===== src/rtl/jtgng_rom_sched.sv =====
// jtgng_rom_sched: one SDRAM read port shared among CH ROM clients.
// A programmable 16-entry slot table picks, on every cen, which channel gets
// the port, or whether a refresh goes out instead. Read data comes back LAT
// cen cycles after the address and is routed to the owning channel. ch_ok
// marks data that still matches the address the client is presenting.
// Ports:
//   clk_i, rst_i      system clock, synchronous active-high reset
//   cen_i             slot-advance enable
//   sync_i            restarts slot numbering at 0 (only together with cen_i)
//   downloading_i     ROM download in progress; holds the block in reset
//   ch_addr_i         per-channel address, CH x (AW+1)
//   ch_dout_o         per-channel read data, CH x 16
//   ch_ok_o           per-channel data-matches-address flag
//   ready_o           scheduler running and pipeline primed
//   autorefresh_o     refresh request to the SDRAM controller
//   sdram_addr_o      read word address to the SDRAM controller
//   data_read_i       SDRAM read data
module jtgng_rom_sched #(
   parameter int unsigned      CH        = 4,
   parameter int unsigned      AW        = 22,
   parameter int unsigned      LAT       = 1,
   parameter logic [CH*AW-1:0] OFFSETS   = '0,
   parameter logic [CH-1:0]    BYTE_MASK = '0,
   parameter logic [63:0]      SLOT_MAP  = 64'hE000_0000_3210_3210
) (
   input  logic                   clk_i,
   input  logic                   rst_i,
   input  logic                   cen_i,
   input  logic                   sync_i,
   input  logic                   downloading_i,
   input  logic [CH*(AW+1)-1:0]   ch_addr_i,
   output logic [CH*16-1:0]       ch_dout_o,
   output logic [CH-1:0]          ch_ok_o,
   output logic                   ready_o,
   output logic                   autorefresh_o,
   output logic [AW-1:0]          sdram_addr_o,
   input  logic [15:0]            data_read_i
);

   localparam int unsigned KW = AW + 1;

   logic [3:0]    slot_q;
   logic [AW-1:0] sdram_addr_q;
   logic          autorefresh_q;
   logic [3:0]    rdy_sh_q;
   logic          ready_q;
   logic [CH-1:0] ok_q;
   logic [15:0]   dout_q [CH];
   logic [AW:0]   last_q [CH];   // address key of the last capture per channel

   // Read pipeline; index LAT-1 is the entry whose data arrives this cen
   logic          pv_q   [LAT];
   logic [3:0]    pch_q  [LAT];
   logic [AW:0]   pkey_q [LAT];

   logic [3:0]    entry;
   logic [AW:0]   cur_key [CH];  // comparable address: word channels drop bit AW
   logic [AW-1:0] waddr   [CH];
   logic          issue_hit;
   logic [AW-1:0] issue_addr;
   logic [AW:0]   issue_key;
   logic [CH-1:0] cap_hit;
   logic [15:0]   cap_data [CH];
   logic [AW:0]   cap_key;

   assign entry   = SLOT_MAP[{slot_q, 2'b00} +: 4];
   assign cap_key = pkey_q[LAT-1];

   always_comb begin
      issue_hit  = 1'b0;
      issue_addr = '0;
      issue_key  = '0;
      for (int c = 0; c < CH; c++) begin
         if (BYTE_MASK[c]) begin
            cur_key[c] = ch_addr_i[c*KW +: KW];
            waddr[c]   = ch_addr_i[c*KW+1 +: AW];
         end else begin
            cur_key[c] = {1'b0, ch_addr_i[c*KW +: AW]};
            waddr[c]   = ch_addr_i[c*KW +: AW];
         end
         if (entry == 4'(c)) begin
            issue_hit  = 1'b1;
            issue_addr = OFFSETS[c*AW +: AW] + waddr[c];
            issue_key  = cur_key[c];
         end
         cap_hit[c] = cen_i && pv_q[LAT-1] && (pch_q[LAT-1] == 4'(c));
         if (BYTE_MASK[c]) begin
            cap_data[c] = {8'd0, cap_key[0] ? data_read_i[7:0] : data_read_i[15:8]};
         end else begin
            cap_data[c] = data_read_i;
         end
      end
   end

   always_ff @(posedge clk_i) begin
      if (rst_i || downloading_i) begin
         slot_q        <= '0;
         sdram_addr_q  <= '0;
         autorefresh_q <= 1'b0;
         rdy_sh_q      <= '0;
         ready_q       <= 1'b0;
         ok_q          <= '0;
         for (int c = 0; c < CH; c++) begin
            dout_q[c] <= '0;
            last_q[c] <= '0;
         end
         for (int i = 0; i < LAT; i++) begin
            pv_q[i]   <= 1'b0;
            pch_q[i]  <= '0;
            pkey_q[i] <= '0;
         end
      end else begin
         rdy_sh_q <= {rdy_sh_q[2:0], 1'b1};
         ready_q  <= rdy_sh_q[3];
         if (cen_i) begin
            slot_q        <= sync_i ? 4'd0 : slot_q + 4'd1;
            autorefresh_q <= (entry == 4'hE);
            if (issue_hit) sdram_addr_q <= issue_addr;
            pv_q[0]   <= issue_hit;
            pch_q[0]  <= entry;
            pkey_q[0] <= issue_key;
            for (int i = 1; i < LAT; i++) begin
               pv_q[i]   <= pv_q[i-1];
               pch_q[i]  <= pch_q[i-1];
               pkey_q[i] <= pkey_q[i-1];
            end
         end
         for (int c = 0; c < CH; c++) begin
            // A capture takes priority over the address-changed clear
            if (cap_hit[c]) begin
               dout_q[c] <= cap_data[c];
               ok_q[c]   <= (cap_key == cur_key[c]);
               last_q[c] <= cap_key;
            end else if (cur_key[c] != last_q[c]) begin
               ok_q[c] <= 1'b0;
            end
         end
      end
   end

   always_comb begin
      for (int c = 0; c < CH; c++) ch_dout_o[c*16 +: 16] = dout_q[c];
   end

   assign ch_ok_o       = ok_q;
   assign ready_o       = ready_q;
   assign autorefresh_o = autorefresh_q;
   assign sdram_addr_o  = sdram_addr_q;

endmodule


===== config.mk =====
export PLATFORM = sky130hd
export DESIGN_NAME = jtgng_rom_sched
export DESIGN_NICKNAME = d
export VERILOG_FILES = /design/src/rtl/jtgng_rom_sched.sv
export SDC_FILE = /design/constraint.sdc
export NUM_CORES = 1
export LEC_CHECK = 0
export ABC_AREA = 1
export BUFFER_PORTS_ARGS = -buffer_cell sky130_fd_sc_hd__buf_2
export CELL_PAD_IN_SITES_DETAIL_PLACEMENT = 1
export CELL_PAD_IN_SITES_GLOBAL_PLACEMENT = 2
export CORE_UTILIZATION = 34
export CTS_BUF_LIST = sky130_fd_sc_hd__clkbuf_2 sky130_fd_sc_hd__clkbuf_4 sky130_fd_sc_hd__clkbuf_8
export CTS_CLUSTER_DIAMETER = 200
export CTS_CLUSTER_SIZE = 12
export DETAILED_ROUTE_END_ITERATION = 6
export PLACE_DENSITY_LB_ADDON = 0.12
export SYNTH_ARGS = -nofsm -noshare
export SYNTH_HDL_FRONTEND = slang
export SYNTH_SLANG_ARGS = --single-unit

===== constraint.sdc =====
create_clock -name clk_i -period 2.6 [get_ports clk_i]
set_input_delay 0 -clock clk_i [delete_from_list [all_inputs] [get_ports clk_i]]
set_output_delay 0 -clock clk_i [all_outputs]
set_load 0.005 [all_outputs]

* Yosys cells after proc, flatten, opt, wreduce, memory -nomap -nowiden
Memory sizes are Yosys's and may differ from the RTL's.
Cells that the tools add are included.
** Storage, ports and cells
- Memories kept :: 5
- Output and inout port bits :: 92
- Bits in registers :: 36
- RAM bits :: 184
** Memory list
- last_q :: words 4, bits a word 23, rd ports 4, clocked after Yosys merged registers in 0, wr ports 4, line 49 : logic [AW:0] last_q [CH];
- dout_q :: words 4, bits a word 16, rd ports 4, clocked after Yosys merged registers in 0, wr ports 4, line 48 : logic [15:0] dout_q [CH];
- pkey_q :: words 1, bits a word 23, rd ports 1, clocked after Yosys merged registers in 0, wr ports 1, line 54 : logic [AW:0] pkey_q [LAT];
- pch_q :: words 1, bits a word 4, rd ports 1, clocked after Yosys merged registers in 0, wr ports 1, line 53 : logic [3:0] pch_q [LAT];
- pv_q :: words 1, bits a word 1, rd ports 1, clocked after Yosys merged registers in 0, wr ports 1, line 52 : logic pv_q [LAT];
** Cells by class
- Reduce and logical (&&, ||, !) cells :: 16
- Multiplexer cells :: 53
- Bitwise gates (word level) :: 8
- Equality and inequality tests :: 15
- Add/subtract/negate cells :: 1
- Shifts and indexed selects :: 1
** Operators with widths (number)
- 23-bit two-way mux :: 8
- 22-bit two-way mux :: 5
- 23-bit by 22-bit equality test with 1-bit output :: 4
- 22-bit by 23-bit inequality test with 1-bit output :: 4
- 16-bit two-way mux :: 4
- 64-bit by 7-bit indexed part select with 4-bit output, first input constant :: 1
- 1-bit two-way mux :: 34
- 23-bit OR reduction :: 1
- 4-bit by 2-bit equality test with 1-bit output, second input constant :: 4
- 4-bit by 1-bit equality test with 1-bit output, second input constant :: 2
- 4-bit logical NOT :: 2
- 4-bit two-way mux :: 2
- 1-bit OR :: 8
- 2-bit nonzero test :: 4
- 1-bit logical AND :: 5
- 4-bit by 1-bit adder with 4-bit output, second input constant :: 1
- 4-bit equality test, second input constant :: 1
- 4-bit OR reduction :: 1
- 2-bit AND reduction :: 1
- 1-bit logical OR :: 1
- 1-bit OR reduction :: 1

* Logic depth before layout (Yosys ltp)
Gate-level depths: netlist of run 1.
- Depth in word-level cells :: 7
- Depth in mapped cells :: 10
- Mapped depth without buffers :: 10

* Worst setup path after synthesis of run 1
Ideal clock, no wire load.
- Kind :: register -> register
- Start :: memory pch_q[0][0]
- End :: memory dout_q[0][0] (enable)
- Arrival :: 1.548 ns
- Cell stages (with the launch flop) :: 4
- Period minus slack after synthesis :: 1.944 ns
- Slack :: 0.656 ns
- Buffers on the path :: 0
- Data required time :: 2.204 ns
- Library setup time :: 0.396 ns
- Path through :: edfxtp_1 > nor3_2 > inv_1 > nand2_1
** RTL lines (line)
- start, declared :: 53
- end, declared :: 48

* Final worst setup path of run 1
- Start :: register slot_q[1]
- End :: register sdram_addr_q[21] (netlist: sdram_addr_o[21])
** Between the ends
- Word-level cells in the longest chain between the ends :: 7
- Elaborated cells on any way between the ends :: 14
- Classes of those cells :: eq/ne (3); shift (1); mux (8); reduce/logical (2)
** RTL lines
- start, declared :: line 42 : logic [3:0] slot_q;
- start signal, assigned :: line 116 : slot_q <= sync_i ? 4'd0 : slot_q + 4'd1;
- 64-bit by 7-bit indexed part select with 4-bit output (*) :: line 66 : assign entry = SLOT_MAP[{slot_q, 2'b00} +: 4];
- 4-bit logical NOT :: line 81 : if (entry == 4'(c)) begin
- 1-bit two-way mux (4 in series) :: line 81
- 2-bit AND reduction (no line)
- end signal, assigned :: line 118 : if (issue_hit) sdram_addr_q <= issue_addr;
- end, declared :: line 43 : logic [AW-1:0] sdram_addr_q;
Every way passes the cells marked *; elsewhere a longest branch is shown, timed or not.
A chain may end at the register's enable or synchronous reset.

==> impl_metrics.ini, run 1 <==
[global_route]
use_met3 = 0.0377
overflow = 0
antenna_found_initial = 0
first_global_vias = 10600
grt_pass1_wl_um = 65900
grt_max_degree = 34
use_met2 = 0.447
grt_usage = 0.266
grtUsageMet1 = 0.356
busiest_layer = met2

[cells_and_area]
antennaDiodeCount = 0
syn_to_final_growth_pct = 23.8
drive_gt1_frac = 0.176
nNetsFinal = 1818
final_core_util = 0.430

[die]
fp-row-count = 66
die_y_um = 185
die_area_um2 = 34100
fp.dieW_um = 185
io-pin-count = 205
start_util = 0.347
core_um2 = 32700

[worst_setup_path]
critPathKind = reg2reg
cp_max_fo = 22
required_ns = 3.08
cp-start-kind = flip-flop
arrival_ns = 2.95
crit_path_end_kind = flip-flop

[synthesis]
async_reset_ff_frac = 0
synth_commonest_cells = 469 x nand2_1, 297 x nor2_1, 230 x inv_1
synth_edf_count = 178
ys_top_cells_by_area = edfxtp_1 47%, nand2_1 16%, nor2_1 9.8%
ys_ff_latch = 214
synthFlopType = edfxtp_1
muxShareOfSynthArea = 0
synth_compound_area_frac = 0.0509
synth_top_family_by_area = simple AND/OR/NAND/NOR gates
synth_area_per_cell_um2 = 7.99
syn_area_um2 = 11400
yosys_warnings = 0
synthAdderAreaFrac = 0.00220
yosysTopAreaCellShare = 0.471
synthSimpleGateAreaFrac = 0.271
ys_types = 27
yosysTopAreaCell = edfxtp_1
yosysMostFrequentCell = nand2_1
seq_area_frac_synth = 0.534
syn_nets = 1537
syn-instance-count = 1422
synth_xor_area_frac = 0.0447

[timing]
finalHoldViolCount = 0
setup_slack_ns = 0.131
slew_viol_final = 0
min_period_over_period = 0.950
worst_slew_pin_slew_ns = 0.651
tns_ns = 0
slew_headroom = 0.561
finalCriticalPeriod_ns = 2.47
skew_ns = 0.0205
rsz0062_at_grt = no
finalSetupViolCount = 0
fmax_mhz = 405
hold_ws_ns = 0.0186

[power_and_ir_drop]
p_leak_nw = 6.81
fin_total_pwr_mw = 7.33
vdd_ir_drop_max_uv = 350
power_density_nw_per_um2 = 521

[drt]
wl_per_cell_um = 20.6
dr.first_iter.drc_count = 567
dr_total_vias = 10200
antenna_left = 0
route.detailed.drc = 0
route.final.wire_length_um = 44400
drtPass1Iterations = 5
post_drt_via_cell_ratio = 4.71

[cts]
cts_tree = yes
clock_sinks = 214
h-tree-depth = 1
numCtsBuffers = 21
clockBufferDepth = 3
ctsRootBufferMaster = clkbuf_8
post_cts_buffers = 0
clk_pin_slew_ns = 0.10
clock_latency_ns = 0.55

[worst_hold_path]
hold_path_class = in2reg

[placed_design]
io_buffers = 200
gp_congestion = 0.862
dp_hpwl_um = 32400
post-place-ws_ns = 0.619

[job]
drv_cap = 0

[status]
status = completed
[stage by stage]
stage	cell area [um^2]	instances
6_report	14100	2159
5_1_grt	14100	2159
4_1_cts	14100	2159
3_5_place_dp	12900	2050
3_3_place_gp	12900	2050
2_1_floorplan	11400	1422
[logic make-up (layout without fill, tap and decap cells)]
logic type	after synthesis	count (layout)
xor+xnor	58	58
simple gates	799	799
flops	214	214
fa+ha+maj	2	2
buf+inv	275	570
compound gates	74	74
[critical path, stage by stage, from the launching register on]
cell,delay (ns)
dfxtp_1,0.38
ha_1,0.21
ha_1,0.18
nand2_1,0.13
nand2_1,0.09
nor2_2,0.10
buf_6,0.29
nand2_1,0.11
o2111ai_2,0.08
dlygate4sd3_1,0.62
nor2_1,0.09
nor2_1,0.13
[power breakdown]
group          total (mW)  switching [mW]  leakage, nW  internal (mW)
sequential           3.94          0.0880         2.29           3.85
combinational        1.12           0.714         4.30          0.406
clock                2.27            1.27        0.227           1.00
[final timing paths]
check / endpoint / slack [ns] / cells past startpoint / startpoint
max: sdram_addr_o[21] / 0.13 / 11 / slot_q[1]
min: ch_ok_o[2] / 0.02 / 6 / ch_addr_i[64]
max reg2reg: sdram_addr_o[21] / 0.13 / 11 / slot_q[1]
min reg2reg: rdy_sh_q[1] / 0.42 / 2 / rdy_sh_q[0]
[layer usage]
layer,vias to the layer above,routed length [um]
met2,270,20800
met1,4925,20000
met5,-,0
met4,0,1190
li1,4906,-
met3,69,2460
[cell usage in the layout, fill, tap and decap left out]
master,n
nor2_2,5
inv_1,230
nand2_1,463
clkbuf_4,15
ha_1,2
inv_2,4
nand2_2,6
buf_4,25
dlygate4sd3_1,72
o2111ai_2,20
o2111ai_1,1
nor3b_1,1
nor2_1,296
nor3_2,2
buf_2,200
xor2_1,39
a21oi_1,13
a31o_1,1
xnor2_1,19
clkbuf_8,22
buf_6,1
nand4_1,5
buf_12,1
dfxtp_1,36
nor2_4,2
o21ai_1,3
nand3_1,16
nor3_1,3
o21ai_0,36
edfxtp_1,178
[flip-flops by register name, summed over array words and instances, names as in the netlist]
register,flops
dout_q,64
slot_q,4
pv_q,1
pch_q,3
last_q,88
autorefresh_o,1
ch_ok_o,4
ready_o,1
pkey_q,22
rdy_sh_q,4
sdram_addr_o,22
[cell type report]
cell class	instances	area, um^2
well taps	442	553
inverters	234	878
repair buffers	299	1940
multi-input cells	933	4210
flip-flops and latches	214	6070
clock buffers	37	415
fillers	4090	18600
[what timing repair did]
item | in CTS | in global routing
gates resized for setup | 0 | 2
endpoints found under the setup margin | 0 | 22
hold endpoints to repair | 120 | 0
hold buffers | 72 | 0
Note: power is estimated with default switching activity, not from simulation.
==> run 2, diff against run 1 <==
--- a/config.mk
+++ b/config.mk
@@ -6,14 +6,14 @@
 export NUM_CORES = 1
 export LEC_CHECK = 0
 export ABC_AREA = 1
-export BUFFER_PORTS_ARGS = -buffer_cell sky130_fd_sc_hd__buf_2
 export CELL_PAD_IN_SITES_DETAIL_PLACEMENT = 1
 export CELL_PAD_IN_SITES_GLOBAL_PLACEMENT = 2
-export CORE_UTILIZATION = 34
+export CORE_UTILIZATION = 38
 export CTS_BUF_LIST = sky130_fd_sc_hd__clkbuf_2 sky130_fd_sc_hd__clkbuf_4 sky130_fd_sc_hd__clkbuf_8
 export CTS_CLUSTER_DIAMETER = 200
 export CTS_CLUSTER_SIZE = 12
 export DETAILED_ROUTE_END_ITERATION = 6
+export DONT_BUFFER_PORTS = 1
 export PLACE_DENSITY_LB_ADDON = 0.12
 export SYNTH_ARGS = -nofsm -noshare
 export SYNTH_HDL_FRONTEND = slang
==> run 2 against run 1 <==
  * Non-clock buffer count is 122 lower
  * Core utilization rose by 4.5 points
  * Register-to-register slack worse by 0.04 ns
  * Sequential power about the same
  * Final area down 1.8%
  * Fmax shrank 1.7%
  * Setup slack got worse by 0.044 ns
  * Sequential cell count is the same
  * Combinational power fell by 4%
  * Cell count shrank 8.3%
  * Via count shrank 2.3%
  * Sequential share of layout area increased by 0.80 points
  * Critical path type unchanged
  * Largest power group unchanged
==> impl_metrics.ini, run 2 (synthesized netlist as in run 1, its figures left out) <==
[cells_and_area]
reg_top3 = last_q (88), dout_q (64)
largest_register_ffs = 88
antennaDiodeCount = 0
layout_common_cells = 462 x nand2_1, 297 x nor2_1, 226 x inv_1
drive_gt1_frac = 0.0758
syn_to_final_growth_pct = 21.5
nNetsFinal = 1696
post-route-cell-area_um2 = 13800
largest_register = last_q
final_common_cell = nand2_1

[drt]
dr_total_vias = 9933
wl_per_cell_um = 22.9
drtPass1Iterations = 5
route.detailed.drc = 0
dr.first_iter.drc_count = 713
antenna_left = 0
post_drt_via_cell_ratio = 5.02
route.final.wire_length_um = 45400

[cts]
clock_latency_ns = 0.57
cts_tree = yes
clk_pin_slew_ns = 0.11
clockBufferDepth = 3
h-tree-depth = 1
ctsRootBufferMaster = clkbuf_8
numCtsBuffers = 21
clock_sinks = 214

[global_route]
grt_pass1_wl_um = 65900
antenna_found_initial = 0
grt_max_degree = 30
first_global_vias = 10200
overflow = 0
grt_usage = 0.297

[timing]
worst_slew_pin_slew_ns = 0.566
fmax_mhz = 398
finalSetupViolCount = 0
setup_slack_ns = 0.0868
finalCriticalPeriod_ns = 2.51
tns_ns = 0
min_period_over_period = 0.967
rsz0062_at_grt = no
hold_ws_ns = 0.0397
slew_headroom = 0.619
slew_viol_final = 0
finalHoldViolCount = 0
skew_ns = 0.0198

[job]
drv_cap = 0

[power_and_ir_drop]
power_density_nw_per_um2 = 531
power_frac_seq = 0.540
p_switching_mw = 2.07
comb_power_share = 0.145
clock_power_share = 0.314
vdd_ir_drop_max_uv = 382
p_int_mw = 5.26
p_sw_frac = 0.283
p_leak_nw = 6.28

[placed_design]
post-place-ws_ns = 0.546
dp_hpwl_um = 32400
io_buffers = 0
postPlaceCellArea_um2 = 11900
gp_congestion = 0.872

[status]
status = completed

[worst_setup_path]
cp_max_fo = 2
required_ns = 3.10
crit_path_end_kind = flip-flop
critPathKind = reg2reg
cp-start-kind = flip-flop
arrival_ns = 3.02

[die]
fp-row-count = 62
core_um2 = 29100
die_area_um2 = 30600
die_y_um = 175
start_util = 0.390
io-pin-count = 205
fp.dieW_um = 175

[worst_hold_path]
hold_path_class = in2reg
-- run 2: cell count changes in the layout (fill, tap and decap cells not counted) --
cell / previous run / this run
buf_12: 1 / 6
dlygate4sd3_1: 72 / 137
inv_2: 4 / 8
nor2_1: 296 / 297
buf_4: 25 / 33
buf_2: 200 / 0
nand2_1: 463 / 462
inv_1: 230 / 226
nand2_2: 6 / 7
clkinvlp_4: 0 / 1
nor2_2: 5 / 4
-- run 2: final cells by class --
type                       instances  area [um^2]
fill                            3488        15300
clock inverter                     1         7.51
sequential                       214         6070
timing repair buffer             177         1750
clock buffer                      37          415
inverter                         234          878
tap                              384          480
multi-input combinational        933         4210
-- run 2: what timing repair did --
| action | CTS | global route |
|---|---|---|
| gates resized for setup | 0 | 5 |
| setup endpoints to repair | 0 | 5 |
| hold buffers | 135 | 3 |
| buffers inserted | 0 | 8 |
| hold endpoints to repair | 123 | 2 |
-- run 2: worst max-delay path, stage by stage (launching register included) --
cell           delay [ns]
edfxtp_1             0.34
inv_1                0.05
nand2_1              0.17
nand4_1              0.15
dlygate4sd3_1        0.60
nor2_1               0.14
nand2_1              0.07
dlygate4sd3_1        0.56
nor2_1               0.19
nand2_1              0.08
a21oi_1              0.12
-- run 2: routing by layer --
metal	up-vias	track usage	part of all wire
met5	-	0	0
met4	0	0.0522	0.015
met3	45	0.0481	0.067
met2	321	0.492	0.47
met1	4901	0.411	0.45
li1	4666	-	-
-- run 2: power by group through the flow --
stage | registers (mW) | logic (mW) | clock network [mW]
floorplan | 3.99 | 0.512 | 0
global placement | 4.04 | 0.798 | 0
detailed placement | 4.04 | 0.812 | 0
CTS | 3.96 | 1.04 | 2.34
global route | 3.98 | 1.16 | 2.46
finish | 3.96 | 1.07 | 2.30
-- run 2: final timing paths --
kind	startpoint	cells past startpoint	endpoint	slack, ns
setup / recovery	last_q[3][19]	10	ch_ok_o[3]	0.09
hold / removal	ch_addr_i[50]	7	ch_ok_o[2]	0.04
setup reg to reg	last_q[3][19]	10	ch_ok_o[3]	0.09
hold reg to reg	rdy_sh_q[0]	2	rdy_sh_q[1]	0.42
-- run 2: stage by stage --
stage	power (mW)	utilization	std cells
4_1_cts	7.34	0.472	1970
3_3_place_gp	4.83	0.411	1797
5_1_grt	7.59	0.474	1980
6_report	7.33	0.474	1980
2_1_floorplan	4.51	-	1422
3_5_place_dp	4.85	0.411	1797
==> run 3, diff against run 2 <==
--- a/config.mk
+++ b/config.mk
@@ -5,10 +5,10 @@
 export SDC_FILE = /design/constraint.sdc
 export NUM_CORES = 1
 export LEC_CHECK = 0
-export ABC_AREA = 1
+export ABC_CLOCK_PERIOD_IN_PS = 3020
 export CELL_PAD_IN_SITES_DETAIL_PLACEMENT = 1
 export CELL_PAD_IN_SITES_GLOBAL_PLACEMENT = 2
-export CORE_UTILIZATION = 38
+export CORE_UTILIZATION = 47
 export CTS_BUF_LIST = sky130_fd_sc_hd__clkbuf_2 sky130_fd_sc_hd__clkbuf_4 sky130_fd_sc_hd__clkbuf_8
 export CTS_CLUSTER_DIAMETER = 200
 export CTS_CLUSTER_SIZE = 12
==> constraint.sdc (replaced) <==
create_clock -name clk_i -period 3.02 [get_ports clk_i]
set_input_delay 0 -clock clk_i [delete_from_list [all_inputs] [get_ports clk_i]]
set_output_delay 0 -clock clk_i [all_outputs]
set_load 0.005 [all_outputs]
==> run 3 against run 2 <==
  * Non-clock buffer count decreased by 35
  * Synthesized cell count decreased by 38%
  * Global-route usage decreased by 0.43 points
  * Critical endpoint is now ch_ok_o[1]
  * Largest cell class unchanged
==> impl_metrics.ini, run 3 <==
[status]
status = completed

[power_and_ir_drop]
fin_total_pwr_mw = 5.98
p_leak_nw = 4.92
power_density_nw_per_um2 = 469
vdd_ir_drop_max_uv = 310

[timing]
worst_slew_pin_slew_ns = 1.22
slew_headroom = 0.187
skew_ns = 0.0307
finalCriticalPeriod_ns = 2.66
finalSetupViolCount = 0
rsz0062_at_grt = no
min_period_over_period = 0.880
slew_viol_final = 0
finalHoldViolCount = 0
hold_ws_ns = 0.0219
fmax_mhz = 376
tns_ns = 0

[cts]
ctsRootBufferMaster = clkbuf_8
clockBufferDepth = 3
numCtsBuffers = 21
clock_sinks = 214
cts_tree = yes
clock_latency_ns = 0.55
cts-resized-gates = 0
h-tree-depth = 1
clk_pin_slew_ns = 0.10

[cells_and_area]
final_common_cell = edfxtp_1
layout_common_cells = 178 x edfxtp_1, 157 x and2_1, 156 x xor2_1
post-route-cell-area_um2 = 12800
largest_register = last_q
final_cells = 1280
largest_register_ffs = 88
nNetsFinal = 1094
drive_gt1_frac = 0.0845
reg_top3 = last_q (88), dout_q (64)
syn_to_final_growth_pct = 17.5

[global_route]
grt_usage = 0.292
first_global_vias = 8059
grt_max_degree = 40
use_met3 = 0.0710
antenna_found_initial = 1
busiest_layer = met2
grtUsageMet1 = 0.349
grt_pass1_wl_um = 50800
overflow = 0
use_met2 = 0.501

[synthesis]
yosysTopAreaCell = edfxtp_1
synth_area_per_cell_um2 = 12.3
ys_types = 39
synth_commonest_cells = 178 x edfxtp_1, 157 x and2_1, 156 x xor2_1
yosysTopAreaCellShare = 0.493
seq_area_frac_synth = 0.559
async_reset_ff_frac = 0
syn_area_um2 = 10800
syn-instance-count = 881
ys_top_cells_by_area = edfxtp_1 49%, xor2_1 13%, and2_1 9.1%
synth_edf_count = 178
ys_ff_latch = 214
synthFlopType = edfxtp_1
yosysMostFrequentCell = edfxtp_1
syn_nets = 996
yosys_warnings = 0

[drt]
drtPass1Iterations = 6
dr_total_vias = 7387
route.final.wire_length_um = 34100
antenna_left = 0
wl_per_cell_um = 26.6
route.detailed.drc = 0
dr.first_iter.drc_count = 547
post_drt_via_cell_ratio = 5.77

[die]
die_area_um2 = 23700
io-pin-count = 205
start_util = 0.479
die_y_um = 154
core_um2 = 22600
fp.dieW_um = 154
fp-row-count = 55

[placed_design]
dp_hpwl_um = 23900
io_buffers = 0
dp_cells = 1115
postPlaceCellArea_um2 = 11100
gp_congestion = 0.903

[worst_setup_path]
reg2regPathDepth = 6
required_ns = 3.50
crit_top_cell = dlygate4sd3_1
critPathMaxStageDelay_ns = 0.63
r2r_end = ch_ok_o[1]
cp_max_fo = 8
cp-start-kind = flip-flop
crit_chain = xor2_1, nor4_1, dlygate4sd3_1, nand3_1, dlygate4sd3_1, o22ai_1
crit_path_end_kind = flip-flop
arrival_ns = 3.14
r2r_start = pkey_q[0][10]
critPathKind = reg2reg
regToRegSetupSlack_ns = 0.36
worst_path_max_delay_cell = edfxtp_1

[worst_hold_path]
min_from = ch_addr_i[52]
hold_depth = 3
hold_end = pkey_q[0][6]
hold_path_class = in2reg

[job]
drv_cap = 0
[run 3: cell count changes in the layout (fill, tap and decap cells not counted), sizes merged, moves of 26 or more]
| cell | change |
|---|---|
| o22ai | +26 |
| nor2 | -273 |
| nor4 | +34 |
| xor2 | +117 |
| inv | -232 |
| nand2 | -462 |
| and2 | +157 |
[run 3: kinds of logic after synthesis]
family,synth area share
xor gates and xnor gates,0.142
AOI/OAI and AO/OA,0.0551
DFF,0.559
buffers and inverters,0.0304
muxes,0.0467
and+or+nand+nor,0.164
adders and majority gates,0.00231
[run 3: area by class of cell]
| cell class | instances | area [um^2] |
|---|---|---|
| antenna | 1 | 2.50 |
| inverter | 3 | 23.8 |
| clock buffer | 37 | 415 |
| tap | 285 | 357 |
| fill | 2270 | 9890 |
| sequential | 214 | 6070 |
| multi-input combinational | 597 | 4490 |
| timing repair buffer | 142 | 1390 |
| clock inverter | 1 | 7.51 |
[run 3: worst max-delay path, delay by kind of cell (launching register included)]
| family | cells | cell delay [ns] |
|---|---|---|
| AND/OR/NAND/NOR | 2 | 0.39 |
| XOR/XNOR | 1 | 0.25 |
| buffers and inverters | 2 | 1.18 |
| flip-flops | 1 | 0.63 |
| AO/OA/AOI/OAI | 1 | 0.13 |
[run 3: stage by stage]
step / utilization / setup slack [ns]
2_1_floorplan: - / 0.898
5_1_grt: 0.563 / 0.247
4_1_cts: 0.563 / 0.486
3_5_place_dp: 0.489 / 0.944
6_report: 0.563 / 0.362
3_3_place_gp: 0.489 / 1.06
[run 3: repair_timing]
action / 4_1_cts / 5_1_grt
setup buffers: 0 / 0
hold buffers: 126 / 0
endpoints found under the hold margin: 118 / 0
[run 3: worst max-delay path by stage]
stage / from / endpoint / slack, ns / depth (start not counted)
3_3_place_gp: rst_i / pch_q[0][0] / 1.06 / 4
2_1_floorplan: pch_q[0][2] / ch_ok_o[0] / 0.90 / 4
4_1_cts: pkey_q[0][10] / ch_ok_o[3] / 0.49 / 6
5_1_grt: pkey_q[0][11] / ch_ok_o[3] / 0.25 / 6
3_5_place_dp: slot_q[0] / sdram_addr_o[9] / 0.94 / 7
6_report: pkey_q[0][10] / ch_ok_o[1] / 0.36 / 6
[run 3: where the power goes]
part / leakage [nW] / internal [mW] / switching [mW] / total (mW)
Combinational: 2.41 / 0.302 / 0.352 / 0.654
Clock: 0.227 / 0.863 / 1.02 / 1.88
Sequential: 2.29 / 3.31 / 0.123 / 3.44
[run 3: layer usage]
layer	vias to the layer above	part of all wire
li1	3335	-
met2	276	0.49
met4	0	0.046
met5	-	0
met3	77	0.068
met1	3699	0.40
